<file path="src/rtl/remote_comm_pkg.sv">
// Shared constants and state encodings for the remote command sender
// and its UART transceiver.
package remote_comm_pkg;

  localparam int BAUD_DIV_DEFAULT = 434;
  localparam logic [7:0] POS_ACK = 8'hA5;

  typedef enum logic [1:0] {
    IDLE,
    HIGH,
    LOW
  } cmd_state_t;

  typedef enum logic [1:0] {
    RX_IDLE,
    RX_START,
    RX_DATA
  } rx_state_t;

endpackage

</file>
<file path="src/rtl/remote_comm_if.sv">
// Host-side command/response handshake of remote_comm; the host is the master
// and remote_comm is the slave.
interface remote_comm_if;

  logic [15:0] cmd;
  logic        send_cmd;
  logic        cmd_sent;
  logic        resp_rdy;
  logic [7:0]  resp;

  modport master (
    output cmd,
    output send_cmd,
    input  cmd_sent,
    input  resp_rdy,
    input  resp
  );

  modport slave (
    input  cmd,
    input  send_cmd,
    output cmd_sent,
    output resp_rdy,
    output resp
  );

endinterface

</file>
<file path="src/rtl/remote_comm_uart.sv">
// Full-duplex 8N1 UART: independent transmitter and receiver sharing one
// baud divisor. tx_done pulses for one clock at the end of the stop bit.
module remote_comm_uart
  import remote_comm_pkg::*;
#(
  parameter int BAUD_DIV = BAUD_DIV_DEFAULT
) (
  input  logic       clk,
  input  logic       rst_n,
  input  logic       rx,
  output logic       tx,
  input  logic [7:0] tx_data,
  input  logic       trmt,
  output logic       tx_done,
  output logic [7:0] rx_data,
  output logic       rdy,
  input  logic       clr_rdy
);

  localparam int CNT_W = $clog2(BAUD_DIV);
  localparam logic [CNT_W-1:0] BIT_END  = CNT_W'(BAUD_DIV - 1);
  localparam logic [CNT_W-1:0] HALF_END = CNT_W'(BAUD_DIV / 2 - 1);

  logic             tx_busy_reg;
  logic [9:0]       tx_shift_reg;
  logic [CNT_W-1:0] tx_cnt_reg;
  logic [3:0]       tx_bit_reg;
  logic             tx_done_reg;

  // The frame is pre-built as {stop, data, start}; shifting in ones keeps
  // the line idle high once the stop bit has gone out.
  always_ff @(posedge clk or negedge rst_n) begin
    if (!rst_n) begin
      tx_busy_reg  <= 1'b0;
      tx_shift_reg <= '1;
      tx_cnt_reg   <= '0;
      tx_bit_reg   <= '0;
      tx_done_reg  <= 1'b0;
    end else begin
      tx_done_reg <= 1'b0;
      if (!tx_busy_reg) begin
        if (trmt) begin
          tx_busy_reg  <= 1'b1;
          tx_shift_reg <= {1'b1, tx_data, 1'b0};
          tx_cnt_reg   <= '0;
          tx_bit_reg   <= '0;
        end
      end else if (tx_cnt_reg == BIT_END) begin
        tx_cnt_reg <= '0;
        if (tx_bit_reg == 4'd9) begin
          tx_busy_reg <= 1'b0;
          tx_done_reg <= 1'b1;
        end else begin
          tx_shift_reg <= {1'b1, tx_shift_reg[9:1]};
          tx_bit_reg   <= tx_bit_reg + 4'd1;
        end
      end else begin
        tx_cnt_reg <= tx_cnt_reg + 1'b1;
      end
    end
  end

  assign tx      = tx_shift_reg[0];
  assign tx_done = tx_done_reg;

  logic             rx_ff1_reg, rx_ff2_reg, rx_prev_reg;
  rx_state_t        rx_state_reg;
  logic [CNT_W-1:0] rx_cnt_reg;
  logic [3:0]       rx_bit_reg;
  logic [7:0]       rx_shift_reg;
  logic [7:0]       rx_data_reg;
  logic             rdy_reg;

  always_ff @(posedge clk or negedge rst_n) begin
    if (!rst_n) begin
      rx_ff1_reg   <= 1'b1;
      rx_ff2_reg   <= 1'b1;
      rx_prev_reg  <= 1'b1;
      rx_state_reg <= RX_IDLE;
      rx_cnt_reg   <= '0;
      rx_bit_reg   <= '0;
      rx_shift_reg <= '0;
      rx_data_reg  <= '0;
      rdy_reg      <= 1'b0;
    end else begin
      rx_ff1_reg  <= rx;
      rx_ff2_reg  <= rx_ff1_reg;
      rx_prev_reg <= rx_ff2_reg;
      if (clr_rdy) rdy_reg <= 1'b0;
      case (rx_state_reg)
        RX_IDLE: begin
          if (rx_prev_reg && !rx_ff2_reg) begin
            rx_state_reg <= RX_START;
            rx_cnt_reg   <= '0;
            rdy_reg      <= 1'b0;
          end
        end
        RX_START: begin
          if (rx_cnt_reg == HALF_END) begin
            rx_cnt_reg <= '0;
            rx_bit_reg <= '0;
            rx_state_reg <= rx_ff2_reg ? RX_IDLE : RX_DATA;
          end else begin
            rx_cnt_reg <= rx_cnt_reg + 1'b1;
          end
        end
        RX_DATA: begin
          // Ninth centre sample is the stop bit: deliver without checking it.
          if (rx_cnt_reg == BIT_END) begin
            rx_cnt_reg <= '0;
            if (rx_bit_reg == 4'd8) begin
              rx_data_reg  <= rx_shift_reg;
              rdy_reg      <= 1'b1;
              rx_state_reg <= RX_IDLE;
            end else begin
              rx_shift_reg <= {rx_ff2_reg, rx_shift_reg[7:1]};
              rx_bit_reg   <= rx_bit_reg + 4'd1;
            end
          end else begin
            rx_cnt_reg <= rx_cnt_reg + 1'b1;
          end
        end
        default: rx_state_reg <= RX_IDLE;
      endcase
    end
  end

  assign rx_data = rx_data_reg;
  assign rdy     = rdy_reg;

endmodule

</file>
<file path="src/rtl/remote_comm.sv">
// Host-side command sender: ships a 16-bit command as two UART bytes (high
// byte first) and presents single-byte responses received on RX.
module remote_comm
  import remote_comm_pkg::*;
#(
  parameter int BAUD_DIV = BAUD_DIV_DEFAULT
) (
  input  logic          clk,
  input  logic          rst_n,
  input  logic          RX,
  output logic          TX,
  remote_comm_if.slave  host
);

  cmd_state_t state_reg;
  logic [7:0] low_reg;
  logic [7:0] tx_data_reg;
  logic       trmt_reg;
  logic       cmd_sent_reg;
  logic       tx_done;

  remote_comm_uart #(.BAUD_DIV(BAUD_DIV)) u_uart (
    .clk     (clk),
    .rst_n   (rst_n),
    .rx      (RX),
    .tx      (TX),
    .tx_data (tx_data_reg),
    .trmt    (trmt_reg),
    .tx_done (tx_done),
    .rx_data (host.resp),
    .rdy     (host.resp_rdy),
    .clr_rdy (host.send_cmd)
  );

  // send_cmd outside IDLE is ignored so the in-flight command finishes intact.
  always_ff @(posedge clk or negedge rst_n) begin
    if (!rst_n) begin
      state_reg    <= IDLE;
      low_reg      <= '0;
      tx_data_reg  <= '0;
      trmt_reg     <= 1'b0;
      cmd_sent_reg <= 1'b0;
    end else begin
      trmt_reg <= 1'b0;
      case (state_reg)
        IDLE: begin
          if (host.send_cmd) begin
            low_reg      <= host.cmd[7:0];
            tx_data_reg  <= host.cmd[15:8];
            trmt_reg     <= 1'b1;
            cmd_sent_reg <= 1'b0;
            state_reg    <= HIGH;
          end
        end
        HIGH: begin
          if (tx_done) begin
            tx_data_reg <= low_reg;
            trmt_reg    <= 1'b1;
            state_reg   <= LOW;
          end
        end
        LOW: begin
          if (tx_done) begin
            cmd_sent_reg <= 1'b1;
            state_reg    <= IDLE;
          end
        end
        default: state_reg <= IDLE;
      endcase
    end
  end

  assign host.cmd_sent = cmd_sent_reg;

endmodule

</file>
<file path="src/flat_wrapper.sv">
// flat-port wrapper written by rule: the top's interface ports become plain ports
module remote_comm_flat import remote_comm_pkg::*;
#(
  parameter int BAUD_DIV = BAUD_DIV_DEFAULT
)
  (clk, rst_n, RX, TX, host_cmd, host_send_cmd, host_cmd_sent, host_resp_rdy, host_resp);
  remote_comm_if host_i ();
  input  logic clk;
  input  logic rst_n;
  input  logic RX;
  output logic TX;
  input wire logic [$bits(host_i.cmd)-1:0] host_cmd;
  input wire logic [$bits(host_i.send_cmd)-1:0] host_send_cmd;
  output wire logic [$bits(host_i.cmd_sent)-1:0] host_cmd_sent;
  output wire logic [$bits(host_i.resp_rdy)-1:0] host_resp_rdy;
  output wire logic [$bits(host_i.resp)-1:0] host_resp;
  assign host_i.cmd = host_cmd;
  assign host_i.send_cmd = host_send_cmd;
  assign host_cmd_sent = host_i.cmd_sent;
  assign host_resp_rdy = host_i.resp_rdy;
  assign host_resp = host_i.resp;
  remote_comm #(.BAUD_DIV(BAUD_DIV)) u_core (.clk(clk), .rst_n(rst_n), .RX(RX), .TX(TX), .host(host_i));
endmodule
</file>
<file path="config.mk">
export PLATFORM = sky130hd
export DESIGN_NAME = remote_comm_flat
export DESIGN_NICKNAME = d
export VERILOG_FILES = /design/src/rtl/remote_comm_pkg.sv /design/src/rtl/remote_comm_if.sv /design/src/rtl/remote_comm_uart.sv /design/src/rtl/remote_comm.sv /design/src/flat_wrapper.sv
export SDC_FILE = /design/constraint.sdc
export NUM_CORES = 1
export LEC_CHECK = 0
export CAP_MARGIN = 20
export CELL_PAD_IN_SITES_DETAIL_PLACEMENT = 0
export CELL_PAD_IN_SITES_GLOBAL_PLACEMENT = 1
export CORE_MARGIN = 2
export CORE_UTILIZATION = 35
export DETAILED_ROUTE_END_ITERATION = 10
export PLACE_DENSITY_LB_ADDON = 0.1
export SETUP_SLACK_MARGIN = 0.1
export SLEW_MARGIN = 20
export SYNTH_ARGS = -nofsm -noshare
export SYNTH_HDL_FRONTEND = slang
export SYNTH_HIERARCHICAL = 1
export SYNTH_SLANG_ARGS = --single-unit
</file>
<file path="constraint.sdc">
create_clock -name clk -period 4.55 [get_ports clk]
set_clock_uncertainty 0.05 [all_clocks]
set_input_delay 0.91 -clock clk [delete_from_list [all_inputs] [get_ports clk]]
set_output_delay 0.91 -clock clk [all_outputs]
set_load 0.02 [all_outputs]
</file>
==> results.py, run 1 <==
metrics = {
    "global_route": {
        "grt_pass1_wl_um": 13810,
        "antenna_found_initial": 0,
        "overflow": 0,
        "grt_max_degree": 80,
        "grt_pass1_vias": 2802,
        "gr-usage-all-layers_pct": 13.79,
    },
    "critical_path": {
        "critPathKind": "register to register",
        "cp-end-kind": "register",
        "cp_max_fo": 21,
        "cp-start-kind": "register",
        "cp_data_arrival_time_ps": 2640,
        "worst-endpoint-required_ps": 4770,
        "rrSetupSlack_ps": 2120,
    },
    "clock_network": {
        "cts.root.buffer_cell": "clkbuf_16",
        "clock_latency_ps": 340,
        "ctsHtreeMaxLevel": 3,
        "numCtsBuffers": 9,
        "post_cts_resized": 0,
        "cts.sinks": 79,
        "hold_buffers": 0,
        "cts_buffer_depth": 2,
        "postCtsSetupRepairBufs": 0,
        "path_clk_slew_ps": 60,
        "tritoncts": "yes",
    },
    "final_layout": {
        "finish.net_count": 393,
        "area_growth_pct": 16.62,
        "layout_common_cells": "67 x dfrtp_1, 35 x mux2_2, 29 x clkdlybuf4s50_1",
        "fin_util_pct": 41.84,
        "layout-drive-gt1-share_pct": 28.49,
        "antenna_cells": 0,
        "final_common_cell": "dfrtp_1",
    },
    "pwr": {
        "p_comb_share_pct": 18.5,
        "switching_share_pct": 29.14,
        "seqPwrFrac_pct": 43.6,
        "p_leak_uw": 0.002134,
        "pwr_density_cell_mw_per_mm2": 369.8,
        "vdd_ir_drop_max_v": 0.0001821,
        "p_sw_uw": 514.9,
        "power.share.clock_pct": 37.9,
        "p_int_uw": 1252,
    },
    "routing": {
        "drc": 0,
        "wl_per_cell_um": 15.50,
        "vias": 2615,
        "first_pass_iters": 4,
        "avgViaCountPerCell": 5.148,
        "drt_iter0_drc": 124,
        "ant_nets": 0,
        "wirelength_um": 7876,
    },
    "logic_synthesis": {
        "ys.flop_type": "dfrtp_1",
        "synth_area_mm2": 0.004096,
        "yosysSeqAreaShare_pct": 48.63,
        "yosys_warnings": 6,
        "synthCells": 329,
        "syn_nets": 362,
        "synth_edf_count": 0,
        "ys_async_sr_fraction_pct": 100.0,
        "synth.avg_cell_area_um2": 12.45,
        "synth_cell_types": 66,
        "ys_ff_latch": 79,
    },
    "sta": {
        "min_period_over_period_pct": 53.30,
        "relSlewSlack_pct": 46.31,
        "slew_viol_final": 0,
        "rsz0062_at_grt": "false",
        "hold_violations": 0,
        "fmax_mhz": 412.4,
        "tightest_slew_ps": 801.0,
        "finalSetupTns_ps": 0,
        "min_period_ps": 2425,
        "finalSetupViolations": 0,
        "fin_ws_ps": 2125,
    },
    "floorplan": {
        "io_pins": 31,
        "dieArea_mm2": 0.01259,
        "rows": 39,
        "die_h_um": 112.2,
        "chipWidth_um": 112.2,
        "core_area_mm2": 0.01142,
        "initial_core_util_pct": 35.88,
    },
    "place": {
        "io_buffers": 30,
        "dp_hpwl_um": 5312,
        "pre_cts_slack_ps": 2105,
        "routabilityCongestion": 0.7635,
    },
    "worst_hold_path": {
        "hp-class": "register to register",
    },
    "run": {
        "drv_cap": 0,
    },
    "outcome": {
        "outcome": "complete, no violations",
    },
}
[final cells by class]
class	instances	area, µm²
clock buffer	10	229.0
timing repair buffer	30	301.5
tap	143	178.9
clock inverter	6	46.29
sequential	79	1992
fill	1105	6641
inverter	18	67.56
multi-input combinational	222	1962
[through the flow]
step	power (µW)	hold slack (ps)	cell area, µm²	cells
after detailed placement	1115	318.2	4498	492
after global routing	1867	332.5	4777	508
final	1767	326.4	4777	508
after global placement	1113	315.3	4498	492
after CTS	1802	327.4	4773	508
after floorplan	1008	295.2	4096	329
[synth_stat cells (3+ instances only)]
cell type  count  area (µm²)
nor2_1         7       26.28
ha_1          13       162.7
mux2i_1       10       100.1
inv_1         18       67.56
dfstp_2       12       315.3
a21o_1         3       22.52
and2_1         3       18.77
a221o_1        3       30.03
o21ai_0       10       50.05
mux2_2        35       394.1
nand3_1        8       40.04
clkbuf_1       4       15.01
and3_1        12       75.07
mux2_4        16       240.2
nand3_2        3       30.03
nor3_1         5       25.02
a21oi_1        6       30.03
o311ai_1       3       26.28
o22ai_1        6       37.54
a22o_1         3       26.28
nand2_1       21       78.83
nand2b_1       4       25.02
dfrtp_1       67        1677
[critical path: stages, from the launching register on]
cell	delay, ps
dfrtp_1	800
nor2_1	330
nor3_2	750
mux2_2	420
[per-layer routing]
metal  track usage (%)  wire, µm  vias up  share of wire (%)
met5                 0         0        -                  0
met4             7.398       179        0                2.3
met3             3.294       254       11                3.2
met2             21.89      3654       39                 46
met1             17.45      3788     1295                 48
li1                  -         -     1270                  -
[power by group through the flow]
stage	Clock, µW	Combinational [µW]	Sequential (µW)
after floorplan	0	234	774
after global placement	0	330	783
after CTS	698	333	771
after global routing	721	369	777
final	669	327	770
after detailed placement	0	332	783
[path summary, 6_finish.rpt]
check                                           from                             to  cells after the start
min in group asynchronous                      rst_n    u_core/u_uart/rx_cnt_reg[5]                      1
setup reg to reg           u_core/u_uart/tx_busy_reg  u_core/u_uart/tx_shift_reg[3]                      3
hold / removal              u_core/u_uart/rx_ff2_reg      u_core/u_uart/rx_prev_reg                      0
max in group asynchronous                      rst_n          u_core/tx_data_reg[5]                      1
setup / recovery           u_core/u_uart/tx_busy_reg  u_core/u_uart/tx_shift_reg[3]                      3
hold reg to reg             u_core/u_uart/rx_ff2_reg      u_core/u_uart/rx_prev_reg                      0
[cell families (layout without fill, tap and decap cells)]
| group | count (synthesis) | count (layout) | synth area share (%) |
|---|---|---|---|
| adders and majority gates | 13 | 13 | 3.971 |
| buffers and inverters | 28 | 64 | 3.482 |
| xor gates and xnor gates | 2 | 2 | 0.4277 |
| DFF | 79 | 79 | 48.63 |
| AOI/OAI and AO/OA | 56 | 56 | 11.42 |
| and+or+nand+nor | 88 | 88 | 13.59 |
| muxes | 63 | 63 | 18.48 |
No activity file was read; power rests on OpenSTA's default activity.
==> inputs of run 2 (changes only) <==
==> constraint.sdc (replaced) <==
create_clock -name clk -period 2 [get_ports clk]
set_clock_uncertainty 0.05 [all_clocks]
set_input_delay 0.4 -clock clk [delete_from_list [all_inputs] [get_ports clk]]
set_output_delay 0.4 -clock clk [all_outputs]
set_load 0.02 [all_outputs]
==> run 2 against run 1 <==
Critical path depth grew 4. Fmax rose by 32%. Cell count grew 5.1%. Clock-buffer cell count up 1. Global-route usage increased by 0.16 points. Setup slack worse by 2000 ps. Critical endpoint is now u_core/u_uart/rx_bit_reg[0]. Largest cell class is now multi-input combinational cells.
==> results.py, run 2 (synthesized netlist as in run 1, its figures left out) <==
metrics = {
    "floorplan": {
        "dieArea_mm2": 0.01259,
        "die_h_um": 112.2,
        "initial_core_util_pct": 35.88,
        "io_pins": 31,
        "chipWidth_um": 112.2,
        "core_area_mm2": 0.01142,
        "rows": 39,
    },
    "clock_network": {
        "ctsHtreeMaxLevel": 3,
        "cts_buffer_depth": 2,
        "cts.sinks": 79,
        "tritoncts": "yes",
        "numCtsBuffers": 9,
        "path_clk_slew_ps": 60,
        "clock_latency_ps": 340,
        "cts.root.buffer_cell": "clkbuf_16",
    },
    "outcome": {
        "outcome": "complete, no violations",
    },
    "critical_path": {
        "worst-endpoint-required_ps": 2170,
        "cp-end-kind": "register",
        "slowest_stage": "o41ai_4",
        "cpPeakStageDelay_ps": 390,
        "cp_data_arrival_time_ps": 2010,
        "crit_path_cell_trace": "inv_2 > ha_4 > nand2_4 > buf_6 > o41ai_4 > nand3_2 > a221o_1",
        "critPathKind": "register to register",
        "cp-start-kind": "register",
        "crit_family": "compound AO/OA/AOI/OAI gates",
        "cp_max_fo": 4,
        "cp_num_buf_inv": 2,
    },
    "sta": {
        "min_period_over_period_pct": 91.71,
        "relSlewSlack_pct": 70.44,
        "rsz0062_at_grt": "true",
        "finalSetupTns_ps": 0,
        "hold_violations": 0,
        "min_period_ps": 1834,
        "slew_viol_final": 0,
        "fmax_mhz": 545.2,
        "finalSetupViolations": 0,
        "tightest_slew_ps": 443.5,
    },
    "routing": {
        "avgViaCountPerCell": 5.058,
        "ant_nets": 0,
        "wl_per_cell_um": 15.16,
        "vias": 2701,
        "drt_iter0_drc": 144,
        "drc": 0,
        "wirelength_um": 8096,
        "first_pass_iters": 4,
    },
    "final_layout": {
        "final_cells": 534,
        "fillers": 1096,
        "regArea_mm2": 0.001994,
        "area_growth_pct": 25.50,
        "layout-drive-gt1-share_pct": 34.78,
        "layout_common_cells": "65 x dfrtp_1, 35 x mux2_2, 28 x clkdlybuf4s50_1",
        "multi_input_area_mm2": 0.002003,
        "antenna_cells": 0,
        "fin_util_pct": 45.03,
        "finish.net_count": 419,
        "fin_area_mm2": 0.005141,
        "final_common_cell": "dfrtp_1",
    },
    "pwr": {
        "p_leak_uw": 0.002363,
        "p_total_uw": 4454,
        "pwr_density_cell_mw_per_mm2": 866.3,
        "vdd_ir_drop_max_v": 0.0005734,
    },
    "global_route": {
        "grt_pass1_wl_um": 13840,
        "grt_max_degree": 38,
        "grt_pass1_vias": 2725,
        "antenna_found_initial": 0,
        "gr-usage-all-layers_pct": 13.95,
        "overflow": 0,
    },
    "place": {
        "place_inst": 514,
        "dp_hpwl_um": 5524,
        "place_area_mm2": 0.004726,
        "routabilityCongestion": 0.7606,
        "io_buffers": 30,
    },
    "worst_hold_path": {
        "hp-class": "register to register",
    },
    "run": {
        "drv_cap": 0,
    },
}
-- run 2: timing repair --
item                                   CTS  global route
setup endpoints to repair                5            29
setup buffers                            0             3
endpoints found under the hold margin   25             0
resized for setup                        2            11
pin swaps                                2             7
hold buffers                             1             0
-- run 2: stage by stage --
| step | hold slack, ps | setup slack, ps |
|---|---|---|
| floorplan | 54.41 | 166.0 |
| global placement | 297.3 | 102.2 |
| detailed placement | 298.4 | 57.63 |
| CTS | 306.0 | 128.3 |
| global route | 316.3 | 94.78 |
| finish | 306.7 | 165.8 |
-- run 2: routing by layer --
| metal | track usage, % | routed length [µm] | share of wire (%) | vias to the layer above |
|---|---|---|---|---|
| li1 | - | - | - | 1322 |
| met1 | 17.79 | 3808 | 47 | 1325 |
| met2 | 22.01 | 3842 | 47 | 41 |
| met3 | 4.698 | 279 | 3.4 | 13 |
| met4 | 5.366 | 166 | 2.1 | 0 |
| met5 | 0 | 0 | 0 | - |
-- run 2: worst paths after layout --
kind | from | to | slack (ps) | depth (start not counted)
min in group asynchronous | rst_n | u_core/u_uart/rx_cnt_reg[5] | 480 | 2
setup / recovery | u_core/u_uart/rx_cnt_reg[1] | u_core/u_uart/rx_bit_reg[0] | 170 | 7
hold / removal | u_core/u_uart/rx_ff1_reg | u_core/u_uart/rx_ff2_reg | 310 | 0
hold reg to reg | u_core/u_uart/rx_ff1_reg | u_core/u_uart/rx_ff2_reg | 310 | 0
setup reg to reg | u_core/u_uart/rx_cnt_reg[1] | u_core/u_uart/rx_bit_reg[0] | 170 | 7
max in group asynchronous | rst_n | u_core/u_uart/tx_shift_reg[0] | 800 | 3
-- run 2: cell type report --
cell class / instances / area share, %
multi-input cells: 222 / 38.96
flip-flops and latches: 79 / 38.79
repair buffers: 56 / 10.98
clock buffers: 11 / 4.916
well taps: 143 / 3.480
clock inverters: 5 / 1.558
inverters: 18 / 1.314
-- run 2: power breakdown --
group	internal, µW	switching (µW)
logic	420	467
registers	1680	61.4
clock network	1160	663
total	3260	1190
